--- src/rtl/uart_tx_pkg.sv ---
// Shared FSM state type and default sizing for the UART transmit scheduler.
// Defaults: 4 requesters, 8-bit payload, 1024 / 65535 cycle start/done timeouts.
package uart_tx_pkg;

  localparam int NUM_REQ_DEF  = 4;
  localparam int DATA_W_DEF   = 8;
  localparam int START_TO_DEF = 1024;
  localparam int DONE_TO_DEF  = 65535;

  typedef enum logic [2:0] {
    IDLE,
    LOAD,
    SEND,
    WAIT_DONE,
    ACK
  } state_e;

endpackage

--- src/rtl/rr_arbiter.sv ---
// Round-robin pick: first asserted req at or above ptr, wrapping; purely combinational.
// Zero latency; no backpressure, the caller decides when to sample the winner.
module rr_arbiter #(
  parameter int NUM_REQ = 4
) (
  input  logic [NUM_REQ-1:0]         req,
  input  logic [$clog2(NUM_REQ)-1:0] ptr,
  output logic                       valid,
  output logic [$clog2(NUM_REQ)-1:0] winner
);

  localparam int IDX_W = $clog2(NUM_REQ);
  localparam logic [IDX_W:0] NUM_W = (IDX_W+1)'(NUM_REQ);

  logic [IDX_W:0]   sum;
  logic [IDX_W-1:0] idx;

  always_comb begin
    valid  = 1'b0;
    winner = '0;
    sum    = '0;
    idx    = '0;
    for (int i = 0; i < NUM_REQ; i++) begin
      sum = {1'b0, ptr} + (IDX_W+1)'(i);
      if (sum >= NUM_W) begin
        sum = sum - NUM_W;
      end
      idx = sum[IDX_W-1:0];
      if (!valid && req[idx]) begin
        valid  = 1'b1;
        winner = idx;
      end
    end
  end

endmodule

--- src/rtl/uart_tx_scheduler.sv ---
// Shares one UART shift stage among NUM_REQ level requesters, round-robin, with start/done timeouts.
// req-to-send is 2 cycles; a requester holds req until its ack pulse, err flags a timed-out transfer.
module uart_tx_scheduler
  import uart_tx_pkg::*;
#(
  parameter int NUM_REQ  = NUM_REQ_DEF,
  parameter int DATA_W   = DATA_W_DEF,
  parameter int START_TO = START_TO_DEF,
  parameter int DONE_TO  = DONE_TO_DEF
) (
  input  logic                       clk,
  input  logic                       rst,
  input  logic [NUM_REQ-1:0]         req,
  input  logic [NUM_REQ*DATA_W-1:0]  req_data,
  output logic [NUM_REQ-1:0]         ack,
  output logic                       err,
  output logic [DATA_W-1:0]          tx_data,
  output logic                       send,
  input  logic                       tx_active,
  input  logic                       tx_done,
  output logic                       busy,
  output logic [$clog2(NUM_REQ)-1:0] grant_id
);

  localparam int IDX_W  = $clog2(NUM_REQ);
  localparam int MAX_TO = (START_TO > DONE_TO) ? START_TO : DONE_TO;
  localparam int CNT_W  = $clog2(MAX_TO + 1);
  localparam logic [CNT_W-1:0] START_LAST = CNT_W'(START_TO - 1);
  localparam logic [CNT_W-1:0] DONE_LAST  = CNT_W'(DONE_TO - 1);
  localparam logic [IDX_W-1:0] LAST_IDX   = IDX_W'(NUM_REQ - 1);

  state_e            state_q, state_d;
  logic [IDX_W-1:0]  ptr_q, ptr_d;
  logic [IDX_W-1:0]  win_q, win_d;
  logic [IDX_W-1:0]  grant_q, grant_d;
  logic [DATA_W-1:0] data_q, data_d;
  logic [CNT_W-1:0]  cnt_q, cnt_d;
  logic              err_q, err_d;
  logic              act_prev_q, act_prev_d;
  logic              done_prev_q, done_prev_d;

  logic              arb_vld;
  logic [IDX_W-1:0]  arb_win;
  logic              act_rise;
  logic              done_rise;

  rr_arbiter #(.NUM_REQ(NUM_REQ)) u_rr_arbiter (
    .req    (req),
    .ptr    (ptr_q),
    .valid  (arb_vld),
    .winner (arb_win)
  );

  // Edges are taken against last cycle's level so a level already high on entry never counts.
  assign act_rise  = tx_active & ~act_prev_q;
  assign done_rise = tx_done & ~done_prev_q;

  always_comb begin
    state_d     = state_q;
    ptr_d       = ptr_q;
    win_d       = win_q;
    grant_d     = grant_q;
    data_d      = data_q;
    cnt_d       = cnt_q;
    err_d       = err_q;
    act_prev_d  = tx_active;
    done_prev_d = tx_done;

    unique case (state_q)
      IDLE: begin
        if (arb_vld && !tx_active) begin
          win_d   = arb_win;
          state_d = LOAD;
        end
      end
      LOAD: begin
        grant_d = win_q;
        for (int i = 0; i < NUM_REQ; i++) begin
          if (win_q == IDX_W'(i)) begin
            data_d = req_data[i*DATA_W +: DATA_W];
          end
        end
        cnt_d   = '0;
        err_d   = 1'b0;
        state_d = SEND;
      end
      SEND: begin
        if (act_rise) begin
          cnt_d   = '0;
          state_d = WAIT_DONE;
        end else if (cnt_q == START_LAST) begin
          err_d   = 1'b1;
          state_d = ACK;
        end else begin
          cnt_d = cnt_q + 1'b1;
        end
      end
      WAIT_DONE: begin
        if (done_rise) begin
          state_d = ACK;
        end else if (cnt_q == DONE_LAST) begin
          err_d   = 1'b1;
          state_d = ACK;
        end else begin
          cnt_d = cnt_q + 1'b1;
        end
      end
      ACK: begin
        state_d = IDLE;
      end
      default: begin
        state_d = IDLE;
      end
    endcase

    if (state_d == ACK && state_q != ACK) begin
      ptr_d = (grant_q == LAST_IDX) ? '0 : grant_q + 1'b1;
    end
  end

  always_ff @(posedge clk) begin
    if (rst) begin
      state_q     <= IDLE;
      ptr_q       <= '0;
      win_q       <= '0;
      grant_q     <= '0;
      data_q      <= '0;
      cnt_q       <= '0;
      err_q       <= 1'b0;
      act_prev_q  <= 1'b0;
      done_prev_q <= 1'b0;
    end else begin
      state_q     <= state_d;
      ptr_q       <= ptr_d;
      win_q       <= win_d;
      grant_q     <= grant_d;
      data_q      <= data_d;
      cnt_q       <= cnt_d;
      err_q       <= err_d;
      act_prev_q  <= act_prev_d;
      done_prev_q <= done_prev_d;
    end
  end

  always_comb begin
    ack = '0;
    if (state_q == ACK) begin
      ack[grant_q] = 1'b1;
    end
  end

  assign err      = (state_q == ACK) & err_q;
  assign send     = (state_q == SEND);
  assign busy     = (state_q != IDLE);
  assign grant_id = grant_q;
  assign tx_data  = data_q;

endmodule
--- config.mk ---
export PLATFORM = sky130hd
export DESIGN_NAME = uart_tx_scheduler
export DESIGN_NICKNAME = d
export VERILOG_FILES = /design/src/rtl/uart_tx_pkg.sv /design/src/rtl/rr_arbiter.sv /design/src/rtl/uart_tx_scheduler.sv
export SDC_FILE = /design/constraint.sdc
export NUM_CORES = 1
export LEC_CHECK = 0
export ABC_AREA = 1
export CORE_AREA = 2 2 80 82
export CTS_CLUSTER_SIZE = 10
export DETAILED_ROUTE_END_ITERATION = 8
export DIE_AREA = 0 0 82 84
export GPL_TIMING_DRIVEN = 0
export PLACE_DENSITY_LB_ADDON = 0.05
export SLEW_MARGIN = 20
export SYNTH_ARGS = -nofsm -noshare
export SYNTH_HDL_FRONTEND = slang
export SYNTH_SLANG_ARGS = --single-unit
--- constraint.sdc ---
create_clock -name clk -period 3.31 [get_ports clk]
set_clock_uncertainty 0.1 [all_clocks]
set_input_delay 0.4965 -clock clk [delete_from_list [all_inputs] [get_ports clk]]
set_output_delay 0.4965 -clock clk [all_outputs]
set_load 0.01 [all_outputs]
==> PnR_summary.wiki <==
{| class="wikitable"
! Metric !! Value
|-
| Internal Dissipation || 827 µW
|-
| Number of warnings issued by yosys || 0
|-
| Critical hold path startpoint || err_q$_SDFFE_PP0P_
|-
| Number of optimization iterations in the first detailed-route pass || 4
|-
| Post-layout total power || 1190 µW
|-
| Power per standard cell area || 383 nW/µm²
|-
| Overall die width || 82 µm
|-
| Wirelength per Cell || 12.3 µm
|-
| Vertical die dimension || 84 µm
|-
| DRC || 0
|-
| Clock tree buffer depth || 2
|-
| Max frequency || 438 MHz
|-
| Core footprint || 6100 µm²
|-
| Post-synthesis area per instance || 6.31 µm²
|-
| Ratio of cells with drive above 1 in the final layout || 0.0874
|-
| Register-to-Register Path Depth || 7
|-
| Setup repair after global routing missed its margin || false
|-
| Gate family responsible for the most delay along the worst path || buffers and inverters
|-
| Final hold vios || 0
|-
| Share of synthesized registers carrying an async set or reset || 0
|-
| Area Growth Syn to Fin || 32.8%
|-
| Worst voltage drop across the vdd grid || 0.000165 V
|-
| Type of the most critical hold path || reg2reg
|-
| Post-synthesis share of cell area spent on and, or, nand and nor gates || 0.387
|-
| GRT overflow || 0
|-
| Layout fillers || 654
|-
| Comb pwr share || 0.262
|-
| Clock Root Buffer || sky130_fd_sc_hd__clkbuf_8
|-
| Post-Syn Instances || 371
|-
| Die footprint || 6890 µm²
|-
| Switching component of the power || 364 µW
|-
| Most area-consuming cells after synthesis || sky130_fd_sc_hd__dfxtp_1 31%, sky130_fd_sc_hd__nand2_1 13%, sky130_fd_sc_hd__nor2_1 9.6%, sky130_fd_sc_hd__inv_1 6.9%, sky130_fd_sc_hd__a21oi_1 6.4%
|-
| Critical path data arrival time || 1.69 ns
|-
| Critical-path top delay cell || sky130_fd_sc_hd__clkdlybuf4s50_1
|-
| Buffers and inverters on the worst path || 1
|-
| CTS-repair resized insts || 0
|-
| Hold Path Stages || 2
|-
| Leakage power || 0.00127 µW
|-
| Top flip-flop cell by instance count after synthesis || sky130_fd_sc_hd__dfxtp_1
|-
| Clock tree from TritonCTS || built
|-
| Share of total power consumed by net switching || 0.305
|-
| Fin crit share || 0.689
|-
| Final setup violating endpoints || 0
|-
| Cell row count || 29
|-
| Compound-cell area share of the yosys netlist || 0.165
|-
| Placer congestion estimate || 0.878
|-
| Most common cell after layout, fill and taps aside || sky130_fd_sc_hd__nand2_1
|-
| Antenna violations before repair || 0
|-
| Wire length of the first global-routing pass || 10600 µm
|-
| Data required time at the worst endpoint || 2.71 ns
|-
| Post-Synth XOR/XNOR Area || 0.00748
|-
| Count of routing violations after the opening detailed-route iteration || 123
|-
| Startpoint of the worst-slack reg-to-reg timing path || state_q[0]$_SDFF_PP0_
|-
| Maximum fanout along the worst path || 5
|-
| Met3 Usage GRT || 0.0519
|-
| Antenna Nets Post-Route || 0
|-
| Number of flops mapped to enable cells by yosys || 0
|-
| Total number of H-tree levels || 2
|-
| Area share of fa/ha/maj cells after synthesis || 0.0321
|-
| Met2 GRT Util || 0.311
|-
| Relative slew slack || 0.624
|-
| Library cell occupying the most area in the post-synthesis netlist || sky130_fd_sc_hd__dfxtp_1
|-
| Vias per Instance || 4.85
|-
| Largest family of logic cells by synthesized area || simple AND/OR/NAND/NOR gates
|-
| Cell seen most often among critical-path stages || sky130_fd_sc_hd__nor2_1
|-
| DR vias || 2481
|-
| Post-route minimum period || 2.28 ns
|-
| End of the worst register-to-register path || cnt_q[8]$_SDFFE_PP0P_
|-
| Post-synthesis sequential element count || 36
|-
| Total I/O pin count || 57
|-
| Number of global-route vias before repair || 2352
|-
| Skew-Pair Late Insertion Delay || 0.30 ns
|-
| Net count after synthesis || 417
|-
| Share of the synthesized area in the top cell type || 0.308
|-
| Final Net Count || 480
|-
| Slowest stage delay, CP || 0.57 ns
|-
| Most used routing layer || met2
|-
| Total track usage || 0.195
|-
| Clock sink count || 36
|-
| Number of setup buffers added after CTS || 0
|-
| Met1 Resource Use GR || 0.252
|-
| Status || completed
|-
| Hold buffer count at cts || 0
|-
| Final TNS setup || 0 ns
|-
| Post-synthesis sequential area ratio || 0.308
|-
| Worst path cell trace || nor2_1 > nand2_1 > nor2_1 > clkdlybuf4s50_1
|-
| Pin count of the biggest net entering global routing || 13
|-
| Category of the most critical setup path || reg2out
|-
| Fraction of power consumed by the clock network || 0.333
|-
| Clock buffer count from CTS || 5
|-
| Multiplexer fraction of the synthesized cell area || 0
|-
| Total Wirelength || 6310 µm
|-
| Clock transition at the registers of the reported paths || 0.07 ns
|-
| Port buffer count || 56
|-
| Part of the total power dissipated in sequential elements || 0.405
|-
| Pins over their slew limit || 0
|-
| WHS Endpoint || err_q$_SDFFE_PP0P_
|-
| Sum of net half-perimeters after detailed placement || 4880 µm
|-
| Starting density of the core || 0.384
|-
| Leading cell types in the layout, fill and taps excluded || 83 x sky130_fd_sc_hd__nand2_1, 60 x sky130_fd_sc_hd__nor2_1, 56 x sky130_fd_sc_hd__clkdlybuf4s50_1
|-
| Post-Synthesis Cell Area || 2340 µm²
|-
| Post-synthesis cell type count || 32
|-
| Max Cap Viol || 0
|-
| Setup slack, reg-to-reg || 1.42 ns
|-
| Crit path capture type || output pin
|-
| Worst Max-Slew Pin Slew || 0.560 ns
|-
| Diodes inserted || 0
|-
| Crit path launch type || flip-flop
|}
worst register-to-register path, delay by kind of cell (launching register included):
| family | cells | cell delay [ns] |
|---|---|---|
| DFF | 1 | 0.36 |
| AOI/OAI and AO/OA | 1 | 0.13 |
| and+or+nand+nor | 4 | 0.92 |
| buffers and inverters | 2 | 0.28 |
through the flow:
stage | instances | cell area, µm² | util | hold WS, ns | setup slack [ns]
after floorplan | 371 | 2340 | - | 0.332 | 1.66
after global placement | 504 | 3000 | 0.492 | 0.341 | 0.928
after detailed placement | 504 | 3000 | 0.492 | 0.347 | 0.860
after CTS | 512 | 3110 | 0.510 | 0.358 | 1.02
after global routing | 512 | 3110 | 0.510 | 0.387 | 0.924
final | 512 | 3110 | 0.510 | 0.357 | 1.03
synthesized netlist by cell type, types with 2 or more instances:
cell type / count
sky130_fd_sc_hd__nor3_2: 2
sky130_fd_sc_hd__inv_2: 3
sky130_fd_sc_hd__nand2_1: 83
sky130_fd_sc_hd__nor2_4: 2
sky130_fd_sc_hd__nand4_1: 4
sky130_fd_sc_hd__o211ai_1: 8
sky130_fd_sc_hd__ha_1: 6
sky130_fd_sc_hd__dfxtp_1: 36
sky130_fd_sc_hd__nand2_2: 6
sky130_fd_sc_hd__a21oi_1: 30
sky130_fd_sc_hd__nor2_2: 3
sky130_fd_sc_hd__nor2_1: 60
sky130_fd_sc_hd__inv_1: 43
sky130_fd_sc_hd__buf_2: 2
sky130_fd_sc_hd__o21ai_1: 3
sky130_fd_sc_hd__buf_6: 3
sky130_fd_sc_hd__nand3_2: 5
sky130_fd_sc_hd__nor3_1: 4
sky130_fd_sc_hd__nand3_1: 27
sky130_fd_sc_hd__o21ai_0: 26
sky130_fd_sc_hd__clkbuf_1: 2
sky130_fd_sc_hd__nand3b_1: 3
cell families (layout without fill, tap and decap cells):
| family | count (synthesis) | count (layout) |
|---|---|---|
| AO/OA/AOI/OAI | 71 | 71 |
| adder cells (fa/ha/maj) | 6 | 6 |
| buffers and inverters | 55 | 119 |
| flip-flops | 36 | 36 |
| AND/OR/NAND/NOR | 201 | 201 |
| XOR/XNOR | 2 | 2 |
state kept, by name (all words and copies together) (netlist names):
name         flops
cnt_q           16
tx_data          8
state_q          3
grant_id         2
ptr_q            2
win_q            2
act_prev_q       1
done_prev_q      1
err_q            1
layout make-up:
type                            instances  area, µm²  area share
Buffer                                  8       58.8      0.0189
Clock buffer                            5       68.8      0.0221
Clock inverter                          3       42.5      0.0137
Inverter                               47        176      0.0567
Multi-Input combinational cell        280       1390       0.445
Sequential cell                        36        721       0.232
Tap cell                               77       96.3      0.0310
Timing Repair Buffer                   56        561       0.180
worst max path at each step:
stage / from / end / slack (ns) / cells past startpoint
finish: state_q[1]$_SDFF_PP0_ / err / 1.03 / 4
global route: state_q[1]$_SDFF_PP0_ / err / 0.92 / 4
CTS: state_q[1]$_SDFF_PP0_ / err / 1.02 / 4
detailed placement: tx_active / cnt_q[8]$_SDFFE_PP0P_ / 0.86 / 10
global placement: tx_active / cnt_q[8]$_SDFFE_PP0P_ / 0.93 / 10
floorplan: tx_done / cnt_q[7]$_SDFFE_PP0P_ / 1.66 / 9
routing by layer:
metal	wire, µm	up-vias
li1	-	1326
met1	2940	1098
met2	2990	48
met3	282	9
met4	97	0
met5	0	-
power groups by stage:
stage          Clock, µW  Sequential (µW)  Combinational [µW]
3_3_place_gp           0              492                 310
4_1_cts              403              483                 315
6_report             396              483                 312
5_1_grt              425              487                 349
2_1_floorplan          0              494                 175
3_5_place_dp           0              492                 313
No activity file was read; power rests on OpenSTA's default activity.
